## src/rtl/fp_mul16_rr_arbiter.sv

```systemverilog
// Round-robin arbiter sharing one fixed-latency FP16 multiplier among NUM_REQ requesters.
// Latency: grant edge to FIFO write is MUL_LAT edges; the result is visible at the FIFO head right after that write.
// Backpressure: rsp_ready stalls the result FIFO; credits (outstanding < FIFO_DEPTH) then stop new grants.
// Optional build macro FP_MUL_ARB_STATS_EN adds per-requester grant counters and a stats_clr input.
module fp_mul16_rr_arbiter #(
  parameter int  NUM_REQ    = 4,
  parameter int  MUL_LAT    = 6,
  parameter int  FIFO_DEPTH = 4,
  localparam int IDW        = $clog2(NUM_REQ)
) (
  input  logic                   clk,
  input  logic                   rst,
`ifdef FP_MUL_ARB_STATS_EN
  input  logic                   stats_clr,
  output logic [32*NUM_REQ-1:0]  grant_cnt,
`endif
  input  logic [NUM_REQ-1:0]     req_valid,
  output logic [NUM_REQ-1:0]     req_ready,
  input  logic [16*NUM_REQ-1:0]  req_a,
  input  logic [16*NUM_REQ-1:0]  req_b,
  output logic [15:0]            mul_a,
  output logic [15:0]            mul_b,
  input  logic [15:0]            mul_out,
  output logic                   rsp_valid,
  input  logic                   rsp_ready,
  output logic [15:0]            rsp_data,
  output logic [IDW-1:0]         rsp_id,
  output logic                   busy
);

  localparam int PW = $clog2(FIFO_DEPTH);
  localparam int CW = PW + 1;

  logic [IDW-1:0]     rr_ptr_q, rr_ptr_d;
  logic [MUL_LAT-1:0] tag_vld_q, tag_vld_d;
  logic [IDW-1:0]     tag_id_q [MUL_LAT];
  logic [IDW-1:0]     tag_id_d [MUL_LAT];
  logic [PW-1:0]      wr_ptr_q, wr_ptr_d, rd_ptr_q, rd_ptr_d;
  logic [CW-1:0]      fifo_cnt_q, fifo_cnt_d;
  logic [CW-1:0]      credit_q, credit_d;
  logic [15:0]        mem_dat_q [FIFO_DEPTH];
  logic [15:0]        mem_dat_d [FIFO_DEPTH];
  logic [IDW-1:0]     mem_id_q [FIFO_DEPTH];
  logic [IDW-1:0]     mem_id_d [FIFO_DEPTH];

  logic               credit_ok, grant_any, wr_en, pop, fifo_full;
  logic [IDW-1:0]     grant_idx;
  int                 cand;

  // Grant search from the RR pointer upward with wrap; reset forces no grant.
  always_comb begin
    grant_any = 1'b0;
    grant_idx = '0;
    cand      = 0;
    credit_ok = rst && (credit_q < CW'(FIFO_DEPTH));
    for (int k = 0; k < NUM_REQ; k++) begin
      cand = int'(rr_ptr_q) + k;
      if (cand >= NUM_REQ) cand = cand - NUM_REQ;
      if (!grant_any && credit_ok && req_valid[IDW'(cand)]) begin
        grant_any = 1'b1;
        grant_idx = IDW'(cand);
      end
    end
    req_ready = grant_any ? (NUM_REQ'(1) << grant_idx) : '0;
    mul_a     = grant_any ? req_a[16*grant_idx +: 16] : 16'h0000;
    mul_b     = grant_any ? req_b[16*grant_idx +: 16] : 16'h0000;
  end

  assign rsp_valid = (fifo_cnt_q != '0);
  assign rsp_data  = rsp_valid ? mem_dat_q[rd_ptr_q] : 16'h0000;
  assign rsp_id    = rsp_valid ? mem_id_q[rd_ptr_q] : '0;
  assign busy      = (|tag_vld_q) | rsp_valid;
  assign pop       = rsp_valid & rsp_ready;
  assign wr_en     = tag_vld_q[MUL_LAT-1];
  assign fifo_full = (fifo_cnt_q == CW'(FIFO_DEPTH));

  // Next-state for pointer, tag pipe, FIFO and credit counter.
  always_comb begin
    rr_ptr_d = rr_ptr_q;
    if (grant_any) rr_ptr_d = (grant_idx == IDW'(NUM_REQ - 1)) ? '0 : grant_idx + IDW'(1);

    tag_vld_d = {tag_vld_q[MUL_LAT-2:0], grant_any};
    tag_id_d[0] = grant_idx;
    for (int i = 1; i < MUL_LAT; i++) tag_id_d[i] = tag_id_q[i-1];

    mem_dat_d = mem_dat_q;
    mem_id_d  = mem_id_q;
    wr_ptr_d  = wr_ptr_q;
    rd_ptr_d  = rd_ptr_q;
    if (wr_en) begin
      mem_dat_d[wr_ptr_q] = mul_out;
      mem_id_d[wr_ptr_q]  = tag_id_q[MUL_LAT-1];
      wr_ptr_d            = wr_ptr_q + PW'(1);
    end
    if (pop) rd_ptr_d = rd_ptr_q + PW'(1);

    fifo_cnt_d = fifo_cnt_q;
    if (wr_en && !pop)      fifo_cnt_d = fifo_cnt_q + CW'(1);
    else if (!wr_en && pop) fifo_cnt_d = fifo_cnt_q - CW'(1);

    credit_d = credit_q;
    if (grant_any && !pop)      credit_d = credit_q + CW'(1);
    else if (!grant_any && pop) credit_d = credit_q - CW'(1);
  end

  // State registers; reset invalidates every tag so stale multiplier output is never written.
  always_ff @(posedge clk or negedge rst) begin
    if (!rst) begin
      rr_ptr_q   <= '0;
      tag_vld_q  <= '0;
      wr_ptr_q   <= '0;
      rd_ptr_q   <= '0;
      fifo_cnt_q <= '0;
      credit_q   <= '0;
      for (int i = 0; i < MUL_LAT; i++) tag_id_q[i] <= '0;
      for (int i = 0; i < FIFO_DEPTH; i++) begin
        mem_dat_q[i] <= '0;
        mem_id_q[i]  <= '0;
      end
    end else begin
      rr_ptr_q   <= rr_ptr_d;
      tag_vld_q  <= tag_vld_d;
      tag_id_q   <= tag_id_d;
      wr_ptr_q   <= wr_ptr_d;
      rd_ptr_q   <= rd_ptr_d;
      fifo_cnt_q <= fifo_cnt_d;
      credit_q   <= credit_d;
      mem_dat_q  <= mem_dat_d;
      mem_id_q   <= mem_id_d;
    end
  end

  // The multiplier cannot stall, so a write into a full FIFO would silently lose a product.
  a_no_overflow: assert property (@(posedge clk) disable iff (!rst) !(wr_en && fifo_full && !pop));

`ifdef FP_MUL_ARB_STATS_EN
  logic [32*NUM_REQ-1:0] grant_cnt_q, grant_cnt_d;

  // Per-requester grant counters; clear wins over a same-cycle grant.
  always_comb begin
    grant_cnt_d = grant_cnt_q;
    if (stats_clr) grant_cnt_d = '0;
    else if (grant_any) grant_cnt_d[32*grant_idx +: 32] = grant_cnt_q[32*grant_idx +: 32] + 32'd1;
  end

  // Counter register.
  always_ff @(posedge clk or negedge rst) begin
    if (!rst) grant_cnt_q <= '0;
    else      grant_cnt_q <= grant_cnt_d;
  end

  assign grant_cnt = grant_cnt_q;
`endif

endmodule

```

## config.mk

```make
export PLATFORM = sky130hd
export DESIGN_NAME = fp_mul16_rr_arbiter
export DESIGN_NICKNAME = d
export VERILOG_FILES = /design/src/rtl/fp_mul16_rr_arbiter.sv
export SDC_FILE = /design/constraint.sdc
export NUM_CORES = 1
export LEC_CHECK = 0
export ABC_AREA = 1
export CAP_MARGIN = 30
export CORE_UTILIZATION = 46
export DETAILED_ROUTE_END_ITERATION = 10
export PLACE_DENSITY = 0.88
export RECOVER_POWER = 50
export REMOVE_ABC_BUFFERS = 1
export SLEW_MARGIN = 20
export SYNTH_ARGS = -nofsm -noshare
export SYNTH_HDL_FRONTEND = slang
export SYNTH_SLANG_ARGS = --single-unit
```

## constraint.sdc

```tcl
create_clock -name clk -period 2.9 [get_ports clk]
set_input_delay 0.725 -clock clk [delete_from_list [all_inputs] [get_ports clk]]
set_output_delay 0.725 -clock clk [all_outputs]
set_load 0.005 [all_outputs]
```

Word level (Yosys, flattened, before mapping)
Index checks and enable logic that the tools add are counted.
Word-level totals
  register bits after elaboration: 102
  input bits: 151
  output and inout bits: 56
  logic and storage cells: 123
Operators by class
  add/sub/neg operators: 14
  $lt $le $gt $ge: 12
  eq/ne operators: 1
  shift-type cells: 3
  muxes and demuxes: 46
  bitwise operators: 4
  reductions and logical operators: 23
Operators with widths (count)
  $shiftx 64x7->16: 2
  $mux 16: 6
  $bwmux 64: 1
  $bmux 16 s2: 1
  $demux 16 s2: 1
  $mux 2: 13
  $lt 2x4->1 const B: 4
  $ge 3x3->1 const B: 5
  $logic_and 1x1->1: 13
  $mux 1: 12
  $mux 3: 4
  $bmux 1 s2: 4
  $bwmux 8: 1
  $sub 2x1->2 const B: 4
  $add 2x1->2 const B: 3
  $add 2x2->3 const B: 2
  $add 3x1->3 const B: 2
  $logic_not 1->1: 6
  $not 2->3: 2
  $reduce_or 6->1: 1
  $sub 3x1->3 const B: 2
  $bmux 2 s2: 1
  $demux 2 s2: 1
  $mux 4: 1
  other kinds (10): 11

Depth between registers and ports, before layout
Gate-level depths: netlist of the first run.
  word-level depth: 23
  mapped depth: 18
  gate-level depth less buffers: 16

Least setup slack after synthesis of the first run
Ideal clock, no wire load.
  kind: input port to output port
  start point: in req_valid[0]
  end point: out req_ready[1]
  data arrival time: 2041 ps
  data required time: 2175 ps
  path slack: 134 ps
  cell stages on the path: 14
  cell sequence: inv_1 -> nand2_1 -> nand2_1 -> nand2_1 -> nand2_2 -> nand4_2 -> o21ai_2 -> nand2_2 -> buf_6 -> buf_4 -> inv_1 -> ha_1 -> inv_1 -> nor2_1
On the way
  longest elaborated chain between the ends: 19
RTL lines
  from (decl): line 17  | input logic [NUM_REQ-1:0] req_valid,
  $bmux 1 s2: line 59  | if (!grant_any && credit_ok && req_valid[IDW'(cand)]) begin
  $mux 1 (not written as such) (2 in a row): line 59
  $logic_and 1x1->1: line 59
  $mux 1: line 59
  $logic_not 1->1: line 59
  $logic_and 1x1->1 (2 in a row): line 59
  $mux 1: line 59
  $logic_not 1->1: line 59
  $logic_and 1x1->1 (2 in a row): line 59
  $mux 1: line 59
  $logic_not 1->1: line 59
  $logic_and 1x1->1 (2 in a row): line 59
  $mux 2 (*): line 59
  via grant_idx[0]: line 47  | logic [IDW-1:0] grant_idx;
  $shl 1x2->4 (*): line 64  | req_ready = grant_any ? (NUM_REQ'(1) << grant_idx) : '0;
  $mux 4 (*): line 64
  to (decl): line 18  | output logic [NUM_REQ-1:0] req_ready,
Mark *: on every way through the listed nets, which the timed path passes. The rest lies on a longest branch. The select of a mux whose other input is x is not followed.

Final worst setup path of the first run
  start point: reg rr_ptr_q[0]
  end point: out mul_b[10]
On the way
  longest elaborated chain between the ends: 21
RTL lines
  from (decl): line 34  | logic [IDW-1:0] rr_ptr_q, rr_ptr_d;
  from (signal assigned): line 121  | rr_ptr_q <= rr_ptr_d;
  $ge 2x3->1 or $sub 2x1->2 (tied branches): line 58  | if (cand >= NUM_REQ) cand = cand - NUM_REQ;
  $mux 2: line 58
  $bmux 1 s2: line 59
  $mux 1 (not written as such) (2 in a row): line 59
  $logic_and 1x1->1: line 59
  $mux 1: line 59
  $logic_not 1->1: line 59
  $logic_and 1x1->1 (2 in a row): line 59
  $mux 1: line 59
  $logic_not 1->1: line 59
  $logic_and 1x1->1 (2 in a row): line 59
  $mux 1: line 59
  $logic_not 1->1: line 59
  $logic_and 1x1->1 (2 in a row): line 59
  $mux 2: line 59
  $shiftx 64x7->16: line 66  | mul_b = grant_any ? req_b[16*grant_idx +: 16] : 16'h0000;
  $mux 16 (*): line 66
  to (decl): line 22  | output logic [15:0] mul_b,
Every way passes the cells marked *; elsewhere a longest branch is shown, timed or not. The select of a mux whose other input is x is not followed.

==> impl_metrics.json, run 1 <==
{
  "status": "finished with violations",
  "failed_checks": "negative setup slack",
  "gp_congestion": 0.900,
  "multiInputGateArea_um2": 3620,
  "pin_count": 207,
  "drc": 0,
  "clockRootBuffer": "clkbuf_16",
  "cts_hold_buf": 0,
  "hp-class": "flip-flop to flip-flop",
  "drive_gt1_share_pct": 27.5,
  "synth_top_family_by_area": "simple AND/OR/NAND/NOR gates",
  "leakage_uw": 0.00494,
  "reg2reg_depth": 16,
  "vias_per_cell": 5.67,
  "netlist.area_leader.share_pct": 42.2,
  "skew_ns": 0.00415,
  "post_drt_wl_per_cell_um": 18.4,
  "fmax_mhz": 290,
  "die_area_um2": 13600,
  "period_needed_ns": 3.45,
  "timing.rr.end": "credit_q[1]",
  "clkTransAtPathRegs_ns": 0.06,
  "via_count": 7416,
  "syn2layout_area_growth_pct": 66.8,
  "rsz0062_at_grt": "yes",
  "coreArea_um2": 12700,
  "placed_area_um2": 8520,
  "seqCellArea_um2": 2550,
  "grt_pass1_vias": 6977,
  "overflow": 0,
  "critical_path_class": "flip-flop to primary output",
  "synth_compound_area_share_pct": 13.9,
  "fill_cells": 755,
  "grt_first_pass_wirelength_um": 32400,
  "synth_largest_area_cell": "dfrtp_1",
  "regToRegStartpoint": "rr_ptr_q[0]",
  "synth-seq-area-share_pct": 42.2,
  "worstPathRequired_ns": 2.17,
  "cp.arrival_ns": 2.73,
  "path_max_fanout": 7,
  "drv_slew": 0,
  "syn_inst": 859,
  "grt_max_degree": 56,
  "slew_headroom_pct": 7.30,
  "synth-seq-cells": 102,
  "cp-start-kind": "flip-flop",
  "cts_tree": "done",
  "cts_sinks": 102,
  "tightest_slew_ns": 1.39,
  "post-route-period-util_pct": 119,
  "yosys.area_share.simple_pct": 31.3,
  "first_pass_iters": 5,
  "cts-htree-levels": 3,
  "hold_viol": 0,
  "synth_fa_ha_area_share_pct": 2.73,
  "power.density_nw_per_um2": 297,
  "clock_latency_ns": 0.34,
  "cts_buffer_depth": 2,
  "numCtsBuffers": 9,
  "die_h_um": 117,
  "critPathCaptureType": "primary output",
  "finalSetupViolCount": 37,
  "layout.nets": 1296,
  "min_from": "tag_id_d[2]",
  "min_path_cells": 0,
  "syn-cell-area_um2": 6050,
  "rows": 41,
  "worst_slack_ns": -0.552,
  "final_util_pct": 79.2,
  "min_to": "tag_id_d[0]",
  "drtIter0Drc": 712,
  "drv_cap": 0,
  "synth_cell_types": 29,
  "synth_xor_area_share_pct": 0.869,
  "ys_warn_count": 0,
  "track_usage_pct": 30.9,
  "avgSynthCellArea_um2": 7.04,
  "start_util_pct": 47.5,
  "port_buffers": 206,
  "totalWireLength_um": 24000,
  "drtAntennaViolNets": 0,
  "fp.dieW_um": 117,
  "synthMuxAreaShare_pct": 0.373,
  "antenna_found_initial": 1,
  "ys_top_cells_by_area": "dfrtp_1 42%, nand2_1 19%, o21ai_0 9.3%, nand3_1 5.6%, nor2_1 5.2%",
  "rrSetupSlack_ns": 0,
  "fin_area_um2": 10100,
  "ir_worst_vdd_uv": 315,
  "hpwl_um": 13300
}
==> repair_timing <==
item,4_1_cts,5_1_grt
hold endpoints to repair,0,0
pin swaps,75,75
buffers inserted,32,15
endpoints found under the setup margin,39,44
resized for setup,278,135
gates cloned,7,3
==> cell type report <==
type	count	share of cell area (%)
antenna	1	0.0248
clock buffer	13	2.58
clock inverter	1	0.298
inverter	43	1.91
multi-input combinational	658	36.0
sequential	102	25.3
tap	172	2.13
timing repair buffer	319	31.8
==> metal layers <==
| layer | up-vias | track usage [%] | routed length [um] | part of all wire [%] |
|---|---|---|---|---|
| li1 | 3312 | - | - | - |
| met1 | 3477 | 33.2 | 8440 | 35 |
| met2 | 474 | 56.4 | 12100 | 50 |
| met3 | 153 | 5.19 | 1700 | 7.1 |
| met4 | 0 | 19.6 | 1800 | 7.5 |
| met5 | - | 0 | 0 | 0 |
==> cells by family after synthesis <==
family,after synthesis
muxes,2
and+or+nand+nor,471
AOI/OAI and AO/OA,167
xor gates and xnor gates,6
buffers and inverters,99
adders and majority gates,12
DFF,102
==> how the worst max path moves through the flow <==
stage | slack (ns) | to | cells after the start | from
detailed placement | -1.04 | mul_a[6] | 16 | req_valid[2]
global route | -0.76 | mul_b[10] | 14 | rr_ptr_q[0]
floorplan | -1.76 | req_ready[1] | 12 | req_valid[0]
finish | -0.55 | mul_b[10] | 14 | rr_ptr_q[0]
global placement | -0.97 | mul_a[9] | 15 | req_valid[0]
CTS | -0.36 | mul_b[2] | 16 | rr_ptr_q[0]
==> report_power, final <==
group / total, uW / leakage [uW] / switching, uW / internal (uW)
clock network: 1200 / 0.000142 / 494 / 708
logic: 367 / 0.00373 / 152 / 215
registers: 1420 / 0.00107 / 0 / 1420
==> state kept, by name, indices dropped and copies added (netlist names) <==
name	cells
wr_ptr_q	2
rd_ptr_q	2
mem_dat_q	64
mem_id_q	8
rr_ptr_q	2
credit_q	3
tag_id_d	10
tag_id_q	2
tag_vld_q	6
fifo_cnt_q	3
==> worst max-delay path, stage by stage, from the launching register on <==
cell	delay, ns
dfrtp_2	0.45
clkinv_4	0.15
nand2_4	0.11
nand2_2	0.06
nand2_1	0.08
nand2_2	0.09
nand4_4	0.11
nand3b_1	0.24
nand2_4	0.24
bufbuf_16	0.29
nand2_1	0.07
nand2_1	0.12
nand2_1	0.09
a21oi_2	0.13
buf_2	0.14
==> cells in the mapped netlist <==
master and instances:
xor2_1 3, nand3_1 68, o21bai_1 1, o21ai_2 1
nor3_1 1, xnor2_1 3, fa_1 2, o21ai_0 112
buf_2 4, buf_6 12, inv_2 4, clkinv_1 2
nand4_2 2, clkbuf_1 25, buf_4 13, a21oi_1 53
nor2_1 84, nand2_1 308, mux2_2 2, inv_1 36
nand2_2 4, inv_4 1, nor4_1 1, ha_1 10
nor2_2 1, nand3b_1 1, dfrtp_1 102, or2_0 1
buf_1 2
==> per-stage QoR <==
| step | setup slack, ns | power [uW] | TNS [ns] | hold slack, ns | instances |
|---|---|---|---|---|---|
| after CTS | -0.357 | 2950 | -10.28 | 0.349 | 1299 |
| after global routing | -0.759 | 3070 | -20.52 | 0.357 | 1309 |
| after global placement | -0.968 | 1760 | -33.85 | 0.332 | 1245 |
| after detailed placement | -1.04 | 1760 | -36.29 | 0.335 | 1246 |
| final | -0.552 | 2990 | -17.40 | 0.349 | 1309 |
| after floorplan | -1.76 | 1510 | -61.80 | 0.331 | 803 |
==> placed cells by master (no fill, tap or decap), types with 3 or more instances in the layout <==
master           count
xnor2_1              3
buf_2               39
xor2_1               3
nand2_1            253
buf_12              11
nand3_1             32
inv_1               31
nand2_2             41
buf_8               13
inv_2                5
nand2_4             16
clkbuf_16           12
nor2_4               4
nand3_2             32
ha_1                 7
a21oi_1             28
buf_6               29
nor2_1              80
clkbuf_1             4
ha_4                 3
o21ai_0            111
buf_4               51
dfrtp_1            100
buf_16               4
a21oi_2             25
nand3_4              4
clkdlybuf4s50_1    164
(Power assumes the default switching activity.)
==> run 2: changes to the inputs <==
--- a/config.mk
+++ b/config.mk
@@ -6,8 +6,9 @@
 export NUM_CORES = 1
 export LEC_CHECK = 0
 export ABC_AREA = 1
-export CAP_MARGIN = 30
+export CAP_MARGIN = 20
 export CORE_UTILIZATION = 46
+export CTS_BUF_LIST = sky130_fd_sc_hd__clkbuf_16
 export DETAILED_ROUTE_END_ITERATION = 10
 export PLACE_DENSITY = 0.88
 export RECOVER_POWER = 50
==> run 2 against run 1 <==
The flow still finishes with violations (negative setup slack). Critical path depth increased by 4. Maximum frequency decreased by 0.99%. Wire length decreased by 2.8%. Total power decreased by 5.2%. Sequential share of layout area increased by 0.69 points. Register-to-register slack improved by 0.07 ns. Worst setup slack got worse by 0.035 ns. Critical endpoint is now mul_a[9]. Highest routed layer unchanged.
==> impl_metrics.json, run 2 (synthesis results as in run 1) <==
{
  "totalWireLength_um": 23400,
  "via_count": 7488,
  "period_needed_ns": 3.49,
  "top_register": "mem_dat_q",
  "worst_slack_ns": -0.586,
  "clkTransAtPathRegs_ns": 0.06,
  "slowest_stage": "dfrtp_2",
  "drtIter0Drc": 832,
  "power.total_uw": 2840,
  "critical_path_class": "flip-flop to primary output",
  "cts_tree": "done",
  "antenna_found_initial": 0,
  "rsz0062_at_grt": "yes",
  "port_buffers": 206,
  "clockRootBuffer": "clkbuf_16",
  "ir_worst_vdd_uv": 239,
  "mostFrequentLayoutCells": "261 x nand2_1, 164 x clkdlybuf4s50_1, 111 x o21ai_0",
  "hold_viol": 0,
  "status": "finished with violations",
  "cp_slowest_stage_delay_ns": 0.48,
  "cp_num_cells": 18,
  "finalSetupViolCount": 36,
  "worstPathRequired_ns": 2.17,
  "drive_gt1_share_pct": 25.4,
  "final_common_cell": "nand2_1",
  "grt_pass1_vias": 7068,
  "drc": 0,
  "grt_max_degree": 56,
  "drv_cap": 0,
  "power.density_nw_per_um2": 289,
  "rows": 41,
  "gp_congestion": 0.900,
  "largest_reg_flops": 64,
  "post-route-period-util_pct": 120,
  "syn2layout_area_growth_pct": 62.4,
  "start_util_pct": 47.5,
  "path_max_fanout": 8,
  "drtAntennaViolNets": 0,
  "holdWs_ns": 0.347,
  "leakage_uw": 0.00486,
  "drv_slew": 0,
  "tightest_slew_ns": 1.45,
  "hp-class": "flip-flop to flip-flop",
  "overflow": 0,
  "multiInputGateArea_um2": 3400,
  "reg2reg_depth": 18,
  "cp.arrival_ns": 2.76,
  "fill_cells": 821,
  "hpwl_um": 13200,
  "layout.nets": 1299,
  "pin_count": 207,
  "die_area_um2": 13600,
  "cpMostUsedCell": "nand2_2",
  "fp.dieW_um": 117,
  "num_antenna_cells": 0,
  "skew_ns": 0.00933,
  "first_pass_iters": 6,
  "critPathCaptureType": "primary output",
  "slew_headroom_pct": 3.57,
  "cp-start-kind": "flip-flop",
  "cpLargestDelayFamily": "simple AND/OR/NAND/NOR gates",
  "post_drt_wl_per_cell_um": 17.8,
  "failed_checks": "negative setup slack",
  "clock_latency_ns": 0.34,
  "cts-htree-levels": 3,
  "cp_num_buf_inv": 5,
  "path_cells": "inv_4 > nand2_1 > nand2_2 > nand2_2 > nand2_4 > buf_12 > nor2_4 > nand2_1 > nand2_1 > nand2_1 > nand2_2 > nand2_2 > nand2_4 > buf_8 > buf_4 > nand2_2 > a21oi_2 > buf_2",
  "fmax_mhz": 287,
  "cts_sinks": 102,
  "vias_per_cell": 5.70,
  "cts_buffer_depth": 2,
  "min_path_cells": 0,
  "grt_first_pass_wirelength_um": 33500,
  "rrSetupSlack_ns": 0.07,
  "numCtsBuffers": 9,
  "seqCellArea_um2": 2560,
  "coreArea_um2": 12700,
  "track_usage_pct": 32.0,
  "die_h_um": 117
}
[run 2: worst paths after layout]
| kind | startpoint | endpoint |
|---|---|---|
| worst max-delay path | rr_ptr_q[0] | mul_a[9] |
| worst min-delay path | tag_id_d[2] | tag_id_d[0] |
| worst max register to register | rr_ptr_q[0] | credit_q[2] |
| worst min register to register | tag_id_d[2] | tag_id_d[0] |
| max in group asynchronous | rst | rd_ptr_q[0] |
| min in group asynchronous | rst | mem_dat_q[57] |
[run 2: worst reg2reg max path, stage by stage (launching register included)]
cell	delay [ns]
dfrtp_2	0.48
inv_4	0.13
nand2_1	0.08
nand2_2	0.09
nand2_2	0.08
nand2_4	0.11
nand4_4	0.12
buf_4	0.18
nor2_4	0.09
inv_2	0.06
buf_4	0.13
nand3_2	0.09
buf_4	0.14
ha_1	0.13
inv_1	0.06
fa_2	0.34
a21oi_1	0.15
o21ai_1	0.09
xor2_1	0.15
[run 2: cell type report]
type	instances	area share, %
tap	172	2.19
clock inverter	7	0.357
sequential	102	26.0
timing repair buffer	321	32.7
clock buffer	9	2.29
multi-input combinational	658	34.6
timing repair inverter	1	0.0510
inverter	43	1.78
[run 2: report_power, final]
part           total, uW  internal, uW  switching, uW
sequential          1420          1420              0
combinational        356           212            143
clock               1060           568            491
total               2840          2200            635
[run 2: metal layers]
layer  part of all wire [%]  vias up  global-route usage [%]
met2                     50      528                    57.2
met5                      0        -                       0
met4                    7.2        0                    19.7
li1                       -     3312                       -
met3                    8.8      143                    6.85
met1                     34     3505                    34.5
[run 2: metrics by stage]
step	instances	instance area (um2)	setup TNS [ns]	utilization, %	setup WS, ns
floorplan	803	5690	-61.80	-	-1.76
global placement	1245	8510	-33.85	66.9	-0.968
detailed placement	1245	8510	-36.06	66.9	-1.04
CTS	1306	9560	-10.44	75.2	-0.366
global route	1313	9820	-21.37	77.2	-0.632
finish	1313	9820	-18.44	77.2	-0.586
[run 2: what timing repair did]
| action | in CTS | in global routing |
|---|---|---|
| endpoints found under the setup margin | 39 | 41 |
| cloned | 8 | 3 |
| gates resized for setup | 280 | 76 |
| hold buffers | 0 | 0 |
| setup buffers | 37 | 7 |
| pin swaps | 79 | 37 |
